$ cat src/rtl/ir_keyboard_receiver.sv
`default_nettype none
// ============================================================================
// Module      : ir_keyboard_receiver
// Description : Decodes the PCjr IR keyboard biphase stream into scan-code
//               bytes with start-edge timing recovery and error pulses.
// Revision    : 1.0 - initial release
// ============================================================================
module ir_keyboard_receiver #(
    parameter logic [15:0] BIT_CELL_CYCLES = 16'd22000,
    parameter logic [15:0] RECOVER_CYCLES  = 16'd44000,
    parameter logic        INVERT_INPUT    = 1'b0
) (
    input  logic       clock,
    input  logic       reset,
    input  logic       ir_signal,
    output logic [7:0] data_out,
    output logic       data_valid,
    output logic       parity_error,
    output logic       framing_error,
    output logic       busy
);

    localparam logic [15:0] c_S1_POINT  = BIT_CELL_CYCLES / 16'd4;
    localparam logic [31:0] c_S2_WIDE   = (32'd3 * {16'd0, BIT_CELL_CYCLES}) / 32'd4;
    localparam logic [15:0] c_S2_POINT  = c_S2_WIDE[15:0];
    localparam logic [15:0] c_STOP_PT   = BIT_CELL_CYCLES / 16'd2;
    localparam logic [15:0] c_CELL_LAST = BIT_CELL_CYCLES - 16'd1;
    localparam logic [15:0] c_IDLE_LAST = RECOVER_CYCLES - 16'd1;

    typedef enum logic [2:0] {
        ST_IDLE    = 3'd0,
        ST_START   = 3'd1,
        ST_DATA    = 3'd2,
        ST_PARITY  = 3'd3,
        ST_STOP    = 3'd4,
        ST_RECOVER = 3'd5
    } state_t;

    state_t      r_state;
    state_t      w_state_next;
    logic        r_sync1;
    logic        r_sync2;
    logic        r_l_prev;
    logic [15:0] r_cell_cnt;
    logic [15:0] r_idle_cnt;
    logic [2:0]  r_bit_idx;
    logic        r_s1;
    logic [7:0]  r_shift;
    logic        r_parity;

    logic w_line;
    logic w_start_edge;
    logic w_cell_end;
    logic w_s1_hit;
    logic w_s2_hit;
    logic w_stop_hit;
    logic w_biphase_bad;
    logic w_in_frame;
    logic w_frame_err;
    logic w_frame_done;

    assign w_line        = r_sync2;
    assign w_start_edge  = !r_l_prev && w_line;
    assign w_cell_end    = (r_cell_cnt == c_CELL_LAST);
    assign w_s1_hit      = (r_cell_cnt == c_S1_POINT);
    assign w_s2_hit      = (r_cell_cnt == c_S2_POINT);
    assign w_stop_hit    = (r_cell_cnt == c_STOP_PT);
    assign w_biphase_bad = w_s2_hit && (r_s1 == w_line);
    assign w_in_frame    = (r_state == ST_START) || (r_state == ST_DATA) ||
                           (r_state == ST_PARITY) || (r_state == ST_STOP);
    assign busy          = (r_state != ST_IDLE);

    always_ff @(posedge clock or posedge reset) begin
        if (reset) begin
            r_state <= ST_IDLE;
        end else begin
            r_state <= w_state_next;
        end
    end

    always_comb begin
        w_state_next = r_state;
        w_frame_err  = 1'b0;
        w_frame_done = 1'b0;
        case (r_state)
            ST_IDLE: begin
                if (w_start_edge) w_state_next = ST_START;
            end
            ST_START: begin
                if (w_s2_hit && (!r_s1 || w_line)) w_frame_err = 1'b1;
                else if (w_cell_end) w_state_next = ST_DATA;
            end
            ST_DATA: begin
                if (w_biphase_bad) w_frame_err = 1'b1;
                else if (w_cell_end && (r_bit_idx == 3'd7)) w_state_next = ST_PARITY;
            end
            ST_PARITY: begin
                if (w_biphase_bad) w_frame_err = 1'b1;
                else if (w_cell_end) w_state_next = ST_STOP;
            end
            ST_STOP: begin
                if (w_stop_hit) begin
                    if (w_line) begin
                        w_frame_err = 1'b1;
                    end else begin
                        w_frame_done = 1'b1;
                        w_state_next = ST_IDLE;
                    end
                end
            end
            ST_RECOVER: begin
                if (!w_line && (r_idle_cnt == c_IDLE_LAST)) w_state_next = ST_IDLE;
            end
            default: w_state_next = ST_IDLE;
        endcase
        if (w_frame_err) w_state_next = ST_RECOVER;
    end

    // Synchronizer and edge history reset high: a line already high at
    // release must first drop low before a start edge can be seen.
    always_ff @(posedge clock or posedge reset) begin
        if (reset) begin
            r_sync1       <= 1'b1;
            r_sync2       <= 1'b1;
            r_l_prev      <= 1'b1;
            r_cell_cnt    <= 16'd0;
            r_idle_cnt    <= 16'd0;
            r_bit_idx     <= 3'd0;
            r_s1          <= 1'b0;
            r_shift       <= 8'h00;
            r_parity      <= 1'b0;
            data_out      <= 8'h00;
            data_valid    <= 1'b0;
            parity_error  <= 1'b0;
            framing_error <= 1'b0;
        end else begin
            r_sync1  <= ir_signal ^ INVERT_INPUT;
            r_sync2  <= r_sync1;
            r_l_prev <= w_line;

            if (w_in_frame && !w_frame_err && !w_frame_done) begin
                r_cell_cnt <= w_cell_end ? 16'd0 : r_cell_cnt + 16'd1;
            end else begin
                r_cell_cnt <= 16'd0;
            end

            if ((r_state == ST_RECOVER) && !w_line && (w_state_next == ST_RECOVER)) begin
                r_idle_cnt <= r_idle_cnt + 16'd1;
            end else begin
                r_idle_cnt <= 16'd0;
            end

            if (r_state == ST_START) begin
                r_bit_idx <= 3'd0;
            end else if ((r_state == ST_DATA) && w_cell_end) begin
                r_bit_idx <= r_bit_idx + 3'd1;
            end

            if (w_s1_hit) r_s1 <= w_line;

            if (w_frame_err) begin
                r_shift <= 8'h00;
            end else if ((r_state == ST_DATA) && w_s2_hit) begin
                r_shift[r_bit_idx] <= r_s1;
            end

            if ((r_state == ST_PARITY) && w_s2_hit) r_parity <= r_s1;

            if (w_frame_done) data_out <= r_shift;
            data_valid    <= w_frame_done && (^{r_shift, r_parity});
            parity_error  <= w_frame_done && !(^{r_shift, r_parity});
            framing_error <= w_frame_err;
        end
    end

endmodule
`default_nettype wire
$ cat config.mk
export PLATFORM = sky130hd
export DESIGN_NAME = ir_keyboard_receiver
export DESIGN_NICKNAME = d
export VERILOG_FILES = /design/src/rtl/ir_keyboard_receiver.sv
export SDC_FILE = /design/constraint.sdc
export NUM_CORES = 1
export LEC_CHECK = 0
export BUFFER_PORTS_ARGS = -buffer_cell sky130_fd_sc_hd__clkbuf_2
export CAP_MARGIN = 15
export CORE_MARGIN = 2
export CORE_UTILIZATION = 65
export DETAILED_ROUTE_END_ITERATION = 10
export PLACE_DENSITY = 0.95
export RECOVER_POWER = 50
export SLEW_MARGIN = 0
export SYNTH_ARGS = -nofsm -noshare
export SYNTH_HDL_FRONTEND = slang
export SYNTH_SLANG_ARGS = --single-unit
$ cat constraint.sdc
create_clock -name clock -period 4.45 [get_ports clock]
set_input_delay 0.445 -clock clock [delete_from_list [all_inputs] [get_ports clock]]
set_output_delay 0.445 -clock clock [all_outputs]
set_load 0.005 [all_outputs]
==> results.md, run 1 <==
Status:
- The flow ran to the end, and the final reports show no timing, DRC or antenna violations.

Clock network:
- Counting every sink on the clock net gives 62.
- In this run the number of H-tree levels came out at 3.
- The number of hold buffers added after CTS was 0.
- The clock insertion delay at the later pin of the skew report is 340 ps.
- The clock transition at the register clock pins on the worst setup and hold paths after CTS is 60 ps.
- The maximum clock insertion buffer count is 2.
- The setup fix buffers added after clock tree synthesis is 0.
- Clock tree synthesis selected as its root buffer the cell sky130_fd_sc_hd__clkbuf_8.
- The number of buffers added by the clock tree synthesis step is 9.
- The post-cts sizing count is 0.
- TritonCTS built the clock tree.

GRT:
- The total overflow left after global routing is 0.
- The number of antenna violations at the first check in global routing is 0.
- The pin count of the biggest net entering global routing is 63.
- The first global-routing pass estimated 10600 um of wire.
- The total routing resource utilization after global routing is 0.257.
- The number of global-route vias before repair came to 2316.

STA:
- For the pin with the worst max-slew slack, the measured transition is 774 ps.
- Setup repair after global routing left no endpoint under its margin.
- Across all hold checks on the routed design, the worst slack comes to 189 ps.
- The post-route setup TNS is 0 ps.
- The worst pin sits at a relative slew slack of 0.477.
- The worst path needs 2650 ps of the cycle, external delays included.
- The number of hold violations in the final report is 0.
- The fmax is 377 MHz.
- The number of setup violations in the final report is 0.
- The clock skew after layout is 11.1 ps.
- The fraction of the cycle the final worst path needs is 0.596.
- The count of pins over their slew limit is 0.

Worst setup path:
- The stage delay of the slowest cell on the critical path is 610 ps.
- At the worst endpoint, the required time is 4650 ps.
- The register-to-register path setup slack is 1800 ps.
- Along the worst path, the maximum fanout reaches 16.
- In this design, the largest share of critical-path delay is due to compound AO/OA/AOI/OAI gates.
- The critical path goes through inv_1 -> ha_1 -> or3b_2 -> a211oi_1 -> a22o_2 -> a211o_2 -> nor2_1.
- STA puts the critical path data arrival time at 2860 ps.
- The worst setup path is captured at a flop.
- The worst setup path is of the reg -> reg kind.
- The sort of element at the start of the critical path is a flop.
- The count of buffering cells on the critical path with inverters included is 1.
- For this design, the slowest cell found on the critical path is sky130_fd_sc_hd__dfstp_1.

Yosys:
- The share of synthesized area in the top cell type comes to 0.465.
- The synthesized netlist net count is 316.
- The post-synth design cell area is 3170 um^2.
- Yosys mapped the design onto 50 distinct sky130hd cell types.
- By area the synthesized netlist is led by sky130_fd_sc_hd__dfrtp_1, sky130_fd_sc_hd__nor2_1, sky130_fd_sc_hd__xnor2_1.
- Among all flip-flop cells after synthesis, the most frequent one is sky130_fd_sc_hd__dfrtp_1.
- Summed over all instances, the cell type with the most area after synthesis is sky130_fd_sc_hd__dfrtp_1.
- In this run, synthesis produced a sequential element count of 62.
- The count of synthesis-stage warnings from yosys is 0.
- The sequential area share after synthesis is 0.490.
- After technology mapping, the gate count stands at 307.
- The synthesized design contains 0 enable-type register cells.
- A synthesized cell averages 10.3 um^2.
- The fraction of registers with async set or reset after synthesis is 1.00.

Drt:
- Before antenna repair, the detailed router went through 4 iterations.
- The post-detailed-routing wire length is 6040 um.
- The number of vias after detailed routing is 2330.
- The routed length per placed instance is 15.3 um.
- The first routing iteration left 165 violations.
- In the routed design, unresolved DRC markers number 0.
- In the routed layout, each cell is associated on average with a via count of 5.88.
- The count of nets left with antenna violations once routing finished came out at 0.

Final layout:
- The count of inserted antenna diode cells is 0.
- At the end of the flow the core is filled with cells to 0.734.
- The final layout contains 333 nets.
- The layout overhead on the synthesized area is 9.31%.
- The share of final-layout standard cells stronger than drive strength 1 is 0.146.

Flow run:
- The count of maximum capacitance violations is 0.

Floorplan:
- For this design the top-level I/O count stands at 15.
- The die area is 5460 um^2.
- The floorplan has 25 rows.
- The die width is 73.9 um.
- The floorplan core area is 4720 um^2.
- The overall die height is 73.9 um.
- The initial cell density of the core is 0.672.

Pwr:
- The portion of total power attributed to sequential cells is 0.538.
- Of the total power, combinational logic draws 0.092.
- The power density over the cells is 345 nW/um^2.
- Summed over all cells, the static leakage comes to 1.58 nW.
- Of the total power, the clock network draws 0.370.
- In this run the power spent charging and discharging nets is 0.306 mW.
- IR analysis of the VDD net gives a maximum drop of 0.000296 V.
- The internal portion of total power is 0.890 mW.
- The switching power share of the total is 0.256.

Placed design:
- The number of input and output port buffers inserted is 14.
- The routability congestion estimate from global placement is 0.837.
- The post-DP HPWL is 4230 um.

Hold path:
- The class of the worst hold path is in -> reg.
-- power groups by stage --
stage / clock, mW / sequential (mW) / combinational (mW)
after global placement: 0 / 0.651 / 0.103
after floorplan: 0 / 0.636 / 0.0971
after detailed placement: 0 / 0.653 / 0.113
after CTS: 0.453 / 0.643 / 0.112
final: 0.442 / 0.644 / 0.110
after global routing: 0.480 / 0.650 / 0.125
-- registers in the layout, summed over array words and instances, names as in the netlist --
signal and cells:
r_cell_cnt 16, r_idle_cnt 16, data_out 8, r_shift 8, r_bit_idx 3, r_state 3, data_valid 1, framing_error 1
parity_error 1, r_l_prev 1, r_parity 1, r_s1 1, r_sync1 1, r_sync2 1
-- metrics by stage --
| step | total power, mW | instances | worst slack, ps | cell area, um^2 |
|---|---|---|---|---|
| after floorplan | 0.733 | 307 | 2240 | 3170 |
| after global placement | 0.754 | 380 | 2000 | 3290 |
| after detailed placement | 0.765 | 380 | 1880 | 3290 |
| after CTS | 1.21 | 396 | 1860 | 3470 |
| after global routing | 1.26 | 396 | 1670 | 3470 |
| final | 1.20 | 396 | 1800 | 3470 |
-- cell type report --
cell class / count / area [um^2]
well taps: 67 / 83.8
clock inverters: 1 / 5.00
multi-input cells: 225 / 1530
flip-flops and latches: 62 / 1560
inverters: 11 / 41.3
repair buffers: 15 / 73.8
clock buffers: 15 / 176
fillers: 341 / 1250
-- synth_stat cells, types with 2 or more instances --
cell                        number
sky130_fd_sc_hd__a211oi_1        2
sky130_fd_sc_hd__a311o_1         2
sky130_fd_sc_hd__a32oi_1         3
sky130_fd_sc_hd__and2_1          2
sky130_fd_sc_hd__and3_1          6
sky130_fd_sc_hd__and4_1          2
sky130_fd_sc_hd__buf_2           5
sky130_fd_sc_hd__clkbuf_1        3
sky130_fd_sc_hd__dfrtp_1        59
sky130_fd_sc_hd__dfstp_2         3
sky130_fd_sc_hd__ha_1            6
sky130_fd_sc_hd__inv_1          11
sky130_fd_sc_hd__mux2_2          9
sky130_fd_sc_hd__mux2i_1         8
sky130_fd_sc_hd__nand2_1        19
sky130_fd_sc_hd__nand2b_1        2
sky130_fd_sc_hd__nand3_1        19
sky130_fd_sc_hd__nand3b_1        3
sky130_fd_sc_hd__nand4_1        12
sky130_fd_sc_hd__nand4bb_1       2
sky130_fd_sc_hd__nor2_1         48
sky130_fd_sc_hd__nor2_2          2
sky130_fd_sc_hd__nor2b_1         2
sky130_fd_sc_hd__nor3_1          4
sky130_fd_sc_hd__nor4_1          8
sky130_fd_sc_hd__nor4b_1         2
sky130_fd_sc_hd__o21ai_0         4
sky130_fd_sc_hd__or3_1           2
sky130_fd_sc_hd__xnor2_1        19
sky130_fd_sc_hd__xor2_1         18
-- cells in the final DEF, fill, tap and decap left out, types with 8 or more instances in the layout --
| cell type | instances |
|---|---|
| sky130_fd_sc_hd__nand2_1 | 19 |
| sky130_fd_sc_hd__dfrtp_1 | 59 |
| sky130_fd_sc_hd__clkbuf_2 | 11 |
| sky130_fd_sc_hd__mux2i_1 | 8 |
| sky130_fd_sc_hd__xor2_1 | 18 |
| sky130_fd_sc_hd__nand4_1 | 12 |
| sky130_fd_sc_hd__clkbuf_8 | 12 |
| sky130_fd_sc_hd__nor2_1 | 48 |
| sky130_fd_sc_hd__xnor2_1 | 19 |
| sky130_fd_sc_hd__nor4_1 | 8 |
| sky130_fd_sc_hd__nand3_1 | 19 |
| sky130_fd_sc_hd__mux2_2 | 9 |
| sky130_fd_sc_hd__inv_1 | 11 |
-- per-layer routing --
metal  GRT usage  routed length [um]  up-vias  part of all wire
li1            -                   -     1119                 -
met1       0.343                2760     1144              0.46
met2       0.405                2930       52              0.48
met3      0.0384                 189       15             0.031
met4       0.135                 159        0             0.026
met5           0                   0        -                 0
-- cells by family after synthesis --
group                    share of synthesized area
AO/OA/AOI/OAI                               0.0493
XOR/XNOR                                     0.102
adder cells (fa/ha/maj)                     0.0237
buffers and inverters                       0.0268
flip-flops                                   0.490
multiplexers                                0.0572
AND/OR/NAND/NOR                              0.251
-- path summary, 6_finish.rpt --
kind	from	end	cells past startpoint
setup / recovery	r_sync2	r_cell_cnt[3]	7
hold / removal	ir_signal	r_sync1	1
setup reg to reg	r_sync2	r_cell_cnt[3]	7
hold reg to reg	r_sync1	r_sync2	0
max in group asynchronous	reset	r_shift[2]	3
min in group asynchronous	reset	r_idle_cnt[14]	3
No activity file was read; power rests on OpenSTA's default activity.
==> inputs of run 2 (changes only) <==
- CORE_UTILIZATION: 65 -> 61
- PLACE_DENSITY: 0.95 -> 0.91
- clock period: 4.45 -> 2.5 ns (I/O delays scaled with it)
==> results.md, run 2 (synthesis results as in run 1) <==
Placed design:
- After detailed placement, the total cell area comes to 3380 um^2.
- The number of input and output port buffers inserted is 14.
- Routability-driven placement finished with a final weighted congestion of 0.816.
- Before CTS, the worst setup slack after placement is 143 ps.
- Detailed placement ended at an HPWL of 4470 um.

Final layout:
- The count of inserted antenna diode cells is 0.
- The top cell types in the final layout, fill and taps aside, are sky130_fd_sc_hd__dfrtp_1, sky130_fd_sc_hd__nor2_1, sky130_fd_sc_hd__nand2_1, sky130_fd_sc_hd__nand3_1, sky130_fd_sc_hd__xnor2_1.
- The layout has 354 filler cells.
- The area of the multi-input gates is 1530 um^2.
- Registers take 1560 um^2.
- The net count of the finished layout is 344.
- In the final layout, the share of cells above drive strength 1 is 0.185.
- Relative to the synthesized area, the layout overhead comes to 13.2%.
- The largest registers in the layout are r_cell_cnt: 16 flops, r_idle_cnt: 16 flops.
- After routing the design area is 3590 um^2.
- The leading cell type in the layout, fill and taps excluded is sky130_fd_sc_hd__dfrtp_1.

GRT:
- The number of global-route vias before repair is 2532.
- The pin count of the biggest net entering global routing is 34.
- In the global route stage, overall resource usage came out at 0.250.
- The number of antenna violations at the first check in global routing was 0.
- The first global-routing pass estimated 11600 um of wire.
- For this run the aggregate overflow at the end of global routing stands at 0.

Pwr:
- Total power for the finished layout comes to 2.32 mW.
- Across the VDD grid, the largest voltage drop is 0.000439 V.
- The switching power is 0.588 mW.
- The internal portion of total power is 1.73 mW.
- The reported leakage power is 1.66 nW.
- The switching power share of the total is 0.253.
- The power density over the cells is 646 nW/um^2.
- The share of total power dissipated in sequential elements is 0.497.
- The power share of the combinational group is 0.089.
- The clock network fraction of total power is 0.415.

Floorplan:
- The die is 76.1 um tall.
- The number of top-level pins is 15.
- The number of rows created at floorplan is 26.
- The core region is 5070 um^2.
- The die width is 76.1 um.
- The initial cell density of the core is 0.625.
- The die area is 5790 um^2.

STA:
- The fmax is 420 MHz.
- The worst hold slack across all endpoints is 179 ps.
- The clock period could shrink to 2380 ps.
- Once routing completed, OpenROAD measured the worst setup slack at 121 ps.
- The worst pin sits at a relative slew slack of 0.237.
- At the pin with the least slew margin, the transition time is 1140 ps.
- Setup repair after global routing left no endpoint under its margin.
- The clock skew after layout is 6.93 ps.
- Setup violations remaining at the end of the flow were counted as 0.
- The number of hold violations in the final report came to 0.
- The fraction of the cycle the final worst path needs is 0.952.
- In the final timing run, aggregate negative setup slack is 0 ps.
- The count of pins over their slew limit is 0.

Clock network:
- Buffers inserted during clock tree synthesis total 9.
- The clock transition at the register clock pins on the worst setup and hold paths after CTS is 70 ps.
- The number of sinks driven by the clock tree is 62.
- The number of H-tree branching levels is 3.
- The setup fix buffers added after clock tree synthesis is 0.
- At the later pin of the worst-skew pair, clock insertion delay measures 340 ps.
- TritonCTS built the clock tree.
- The root buffer selected by CTS is sky130_fd_sc_hd__clkbuf_8.
- The maximum clock insertion buffer count is 2.

Worst setup path:
- The endpoint class of the critical path is a flop.
- The register-to-register path setup slack is 120 ps.
- STA classifies the critical path startpoint as a flop.
- The signal arrival time at the worst endpoint is 2590 ps.
- Of all nets on the critical path, the largest fanout is 16.
- The reg-to-reg startpoint is r_sync2.
- The path depth of the worst reg2reg path is 7.
- By startpoint and endpoint, the worst setup path is classified as reg -> reg.
- For the worst setup path, the data required time is 2710 ps.
- The endpoint identified for the worst register-to-register timing path is r_cell_cnt[5].

Drt:
- The detailed-route DRC error count is 0.
- The count of nets left with antenna violations once routing finished came out at 0.
- The first TritonRoute pass finished after 4 iterations.
- The via-per-instance ratio is 5.87.
- Detailed routing inserted a total of 2408 vias.
- The DRC violation total after the first TritonRoute iteration is 267.
- After detailed routing, the average wire length per cell comes to 15.9 um.
- The final layout contains routed wiring with a total length of 6530 um.

Status:
- The flow ran to the end, and the final reports show no timing, DRC or antenna violations.

Hold path:
- The path class of the tightest hold or removal check is in -> async.

Flow run:
- The count of maximum capacitance violations is 0.
run 2: repair_timing:
item / 4_1_cts / 5_1_grt
hold buffers: 1 / 0
resized for setup: 0 / 0
hold endpoints to repair: 1 / 0
run 2: how the worst max path moves through the flow:
stage / from / endpoint / slack (ps) / depth (start not counted)
5_1_grt: r_sync2 / r_cell_cnt[5] / 20 / 7
3_3_place_gp: r_sync2 / r_cell_cnt[11] / 240 / 7
4_1_cts: r_sync2 / r_cell_cnt[5] / 110 / 7
2_1_floorplan: r_sync2 / r_cell_cnt[11] / 290 / 8
3_5_place_dp: r_sync2 / r_cell_cnt[10] / 140 / 7
6_report: r_sync2 / r_cell_cnt[5] / 120 / 7
run 2: worst max-delay path: stages (launching register included):
cell and delay, ps:
sky130_fd_sc_hd__dfstp_2 570, sky130_fd_sc_hd__inv_1 70, sky130_fd_sc_hd__ha_1 190, sky130_fd_sc_hd__or3b_2 430, sky130_fd_sc_hd__a211oi_1 330, sky130_fd_sc_hd__a22o_2 270
sky130_fd_sc_hd__a211o_2 290, sky130_fd_sc_hd__nor2_1 100
run 2: cell type report:
class / instances / share of cell area
multi-input cells: 225 / 0.427
repair buffers: 26 / 0.0446
clock buffers: 12 / 0.0404
inverters: 11 / 0.0115
well taps: 70 / 0.0244
clock inverters: 4 / 0.0195
flip-flops and latches: 62 / 0.433
run 2: stage by stage:
stage           util  instances
2_1_floorplan      -        307
3_3_place_gp   0.666        393
3_5_place_dp   0.666        393
4_1_cts        0.711        410
5_1_grt        0.708        410
6_report       0.708        410
run 2: routing by layer:
metal | global-route usage | vias to the layer above | routed length, um
met4 | 0.105 | 0 | 108
met5 | 0 | - | 0
li1 | - | 1137 | -
met3 | 0.0545 | 12 | 394
met2 | 0.414 | 86 | 3280
met1 | 0.319 | 1173 | 2740
run 2: power by group through the flow:
stage / combinational (mW) / sequential, mW / clock (mW)
6_report: 0.206 / 1.15 / 0.963
5_1_grt: 0.238 / 1.16 / 1.02
4_1_cts: 0.212 / 1.15 / 0.971
3_5_place_dp: 0.203 / 1.16 / 0
3_3_place_gp: 0.191 / 1.16 / 0
2_1_floorplan: 0.173 / 1.13 / 0
==> inputs of run 3 (changes only) <==
- clock period: 2.5 -> 2.38 ns (I/O delays scaled with it)
==> results.md, run 3 (synthesis results as in run 1) <==
STA:
- Setup repair after global routing left no endpoint under its margin.
- Adding up every negative setup slack in the final design gives 0 ps.
- The fraction of the cycle the final worst path needs is 0.950.
- The number of setup violations in the final report is 0.
- The count of pins over their slew limit is 0.
- The number of hold violations in the final report is 0.
- The normalized max-slew margin is 0.338.
- The time the final worst path needs with I/O delays and setup is 2260 ps.
- For this run, the top clock speed supported by timing is 442 MHz.
- The slew at the pin closest to its max-slew limit is 992 ps.
- The tightest hold path in the finished design has a slack of 359 ps.
- The clock skew after layout is 8.07 ps.

Drt:
- The detail route stage leaves a number of antenna-violating nets equal to 0.
- The DRC violation total after the first TritonRoute iteration is 211.
- After detailed routing, the number of vias per cell comes to 5.82.
- The post-detailed-routing wire length is 6460 um.
- The routed length per placed instance is 15.6 um.
- Before antenna repair, the detailed router went through 4 iterations.
- After detailed routing, the number of remaining DRC violations is 0.
- Detailed routing inserted a total of 2417 vias.

Final layout:
- Compared with the post-synthesis result, the final layout area differs by 14.1%.
- The library cell used most frequently in the layout, excluding fill and tap cells, is sky130_fd_sc_hd__dfrtp_1.
- The number of fill cells is 348.
- The net count of the finished layout is 349.
- The top cell types in the final layout, fill and taps aside, are sky130_fd_sc_hd__dfrtp_1, sky130_fd_sc_hd__nor2_1, sky130_fd_sc_hd__nand2_1, sky130_fd_sc_hd__nand3_1, sky130_fd_sc_hd__xnor2_1.
- The count of inserted antenna diode cells is 0.
- The share of final-layout standard cells stronger than drive strength 1 is 0.183.
- The largest registers in the layout are r_cell_cnt: 16 flops, r_idle_cnt: 16 flops.

GRT:
- The number of global-route vias before repair is 2408.
- The residual overflow from global routing is 0.
- The wire length of the first global-routing pass is 11000 um.
- Entering global routing, the biggest net connects 36 pins.
- The number of antenna violations at the first check in global routing is 0.
- Across every metal layer, demand over resource in global routing totals 0.242.

Clock network:
- The clock transition at the register clock pins on the worst setup and hold paths after CTS is 60 ps.
- The number of buffers added by the clock tree synthesis step is 9.
- The root buffer selected by CTS is sky130_fd_sc_hd__clkbuf_8.
- TritonCTS built the clock tree.
- For the worst-skew pair, the clock arrives at the later sink with an insertion delay of 350 ps.
- The clock tree synthesis step divided the H-tree into 3 levels.
- CTS saw 62 sinks.
- The maximum clock insertion buffer count is 2.

Pwr:
- The power share of the combinational group is 0.097.
- The clock network fraction of total power is 0.381.
- The switching power share of the total is 0.270.
- The overall power of the completed layout is 2.32 mW.
- The power density over the cells is 640 nW/um^2.
- The reported leakage power is 1.66 nW.
- Cell internal power was estimated by the tool at 1.69 mW.
- The share of total power dissipated in sequential elements is 0.522.
- IR analysis of the VDD net gives a maximum drop of 0.000498 V.
- For this design the total switching power over the nets is 0.626 mW.

Placed design:
- In this run the tool buffered the top-level ports with 14 buffer cells.
- The congestion estimate from routability-driven global placement came to 0.852.
- Once detailed placement completed, the half-perimeter wirelength came to 4510 um.

Worst setup path:
- Data on the critical path is required at its endpoint by 2610 ps.
- The signal arrival time at the worst endpoint is 2500 ps.
- The critical path is of the reg -> reg type.
- The sort of element at the start of the critical path is a flop.
- The worst setup path is captured at a flop.
- Along the worst path, the maximum fanout reaches 6.

Floorplan:
- The die covers 5790 um^2.
- The die width is 76.1 um.
- The overall die height is 76.1 um.
- The floorplan core area is 5070 um^2.
- The number of top-level pins is 15.
- The number of rows created at floorplan is 26.
- The initial utilization of the core area, before any placement, comes to 0.625.

Hold path:
- The class of the worst hold path is reg -> reg.

Status:
- The flow ran to the end, and the final reports show no timing, DRC or antenna violations.

Flow run:
- The count of maximum capacitance violations is 0.
run 3: cell types whose count changed in the layout (fill, tap and decap cells not counted), sizes merged:
cell         change
dlygate4sd3      +1
bufinv           -1
buf              +4
clkinvlp         +1
run 3: critical path, cell delays in order, from the launching register on:
cell,delay (ps)
sky130_fd_sc_hd__dfstp_2,530
sky130_fd_sc_hd__inv_1,50
sky130_fd_sc_hd__ha_1,290
sky130_fd_sc_hd__nand2_1,130
sky130_fd_sc_hd__a211oi_4,90
sky130_fd_sc_hd__a22o_4,290
sky130_fd_sc_hd__or4_1,590
sky130_fd_sc_hd__and3_1,200
run 3: final cells by class:
class                           instances  area [um^2]  share of cell area
Clock buffer                           12          135              0.0373
Timing Repair Buffer                   31          193              0.0532
Clock inverter                          4         47.5              0.0131
Multi-Input combinational cell        225         1560               0.431
Tap cell                               70         87.6              0.0242
Sequential cell                        62         1560               0.430
Inverter                               11         41.3              0.0114
run 3: worst paths after layout:
check / startpoint / end / slack (ps) / depth (start not counted)
max in group asynchronous: reset / r_shift[5] / 420 / 4
min in group asynchronous: reset / r_cell_cnt[10] / 640 / 3
max: r_sync2 / r_idle_cnt[1] / 120 / 7
max reg2reg: r_sync2 / r_idle_cnt[1] / 120 / 7
min reg2reg: r_sync1 / r_sync2 / 360 / 0
min: r_sync1 / r_sync2 / 360 / 0
run 3: metal layers:
| layer | up-vias | wire [um] | global-route usage |
|---|---|---|---|
| met5 | - | 0 | 0 |
| met4 | 0 | 187 | 0.125 |
| met3 | 18 | 283 | 0.0675 |
| met2 | 68 | 3150 | 0.372 |
| met1 | 1192 | 2840 | 0.315 |
| li1 | 1139 | - | - |
run 3: metrics by stage:
step	util	setup slack, ps	std cells	instance area [um^2]
after CTS	0.714	27.4	415	3620
after floorplan	-	172	307	3170
after global placement	0.672	150	397	3410
final	0.713	119	415	3620
after global routing	0.713	8.63	415	3620
after detailed placement	0.672	66.0	397	3410
run 3: power by group through the flow:
| stage | combinational, mW | sequential [mW] | clock (mW) |
|---|---|---|---|
| CTS | 0.228 | 1.20 | 0.886 |
| floorplan | 0.182 | 1.19 | 0 |
| finish | 0.224 | 1.21 | 0.883 |
| detailed placement | 0.218 | 1.22 | 0 |
| global route | 0.255 | 1.22 | 0.944 |
| global placement | 0.202 | 1.22 | 0 |
run 3: timing repair:
item | CTS | global route
hold buffers | 2 | 0
pin swaps | 0 | 1
gates resized for setup | 1 | 3
setup buffers | 0 | 0
endpoints found under the hold margin | 25 | 0
endpoints found under the setup margin | 7 | 12
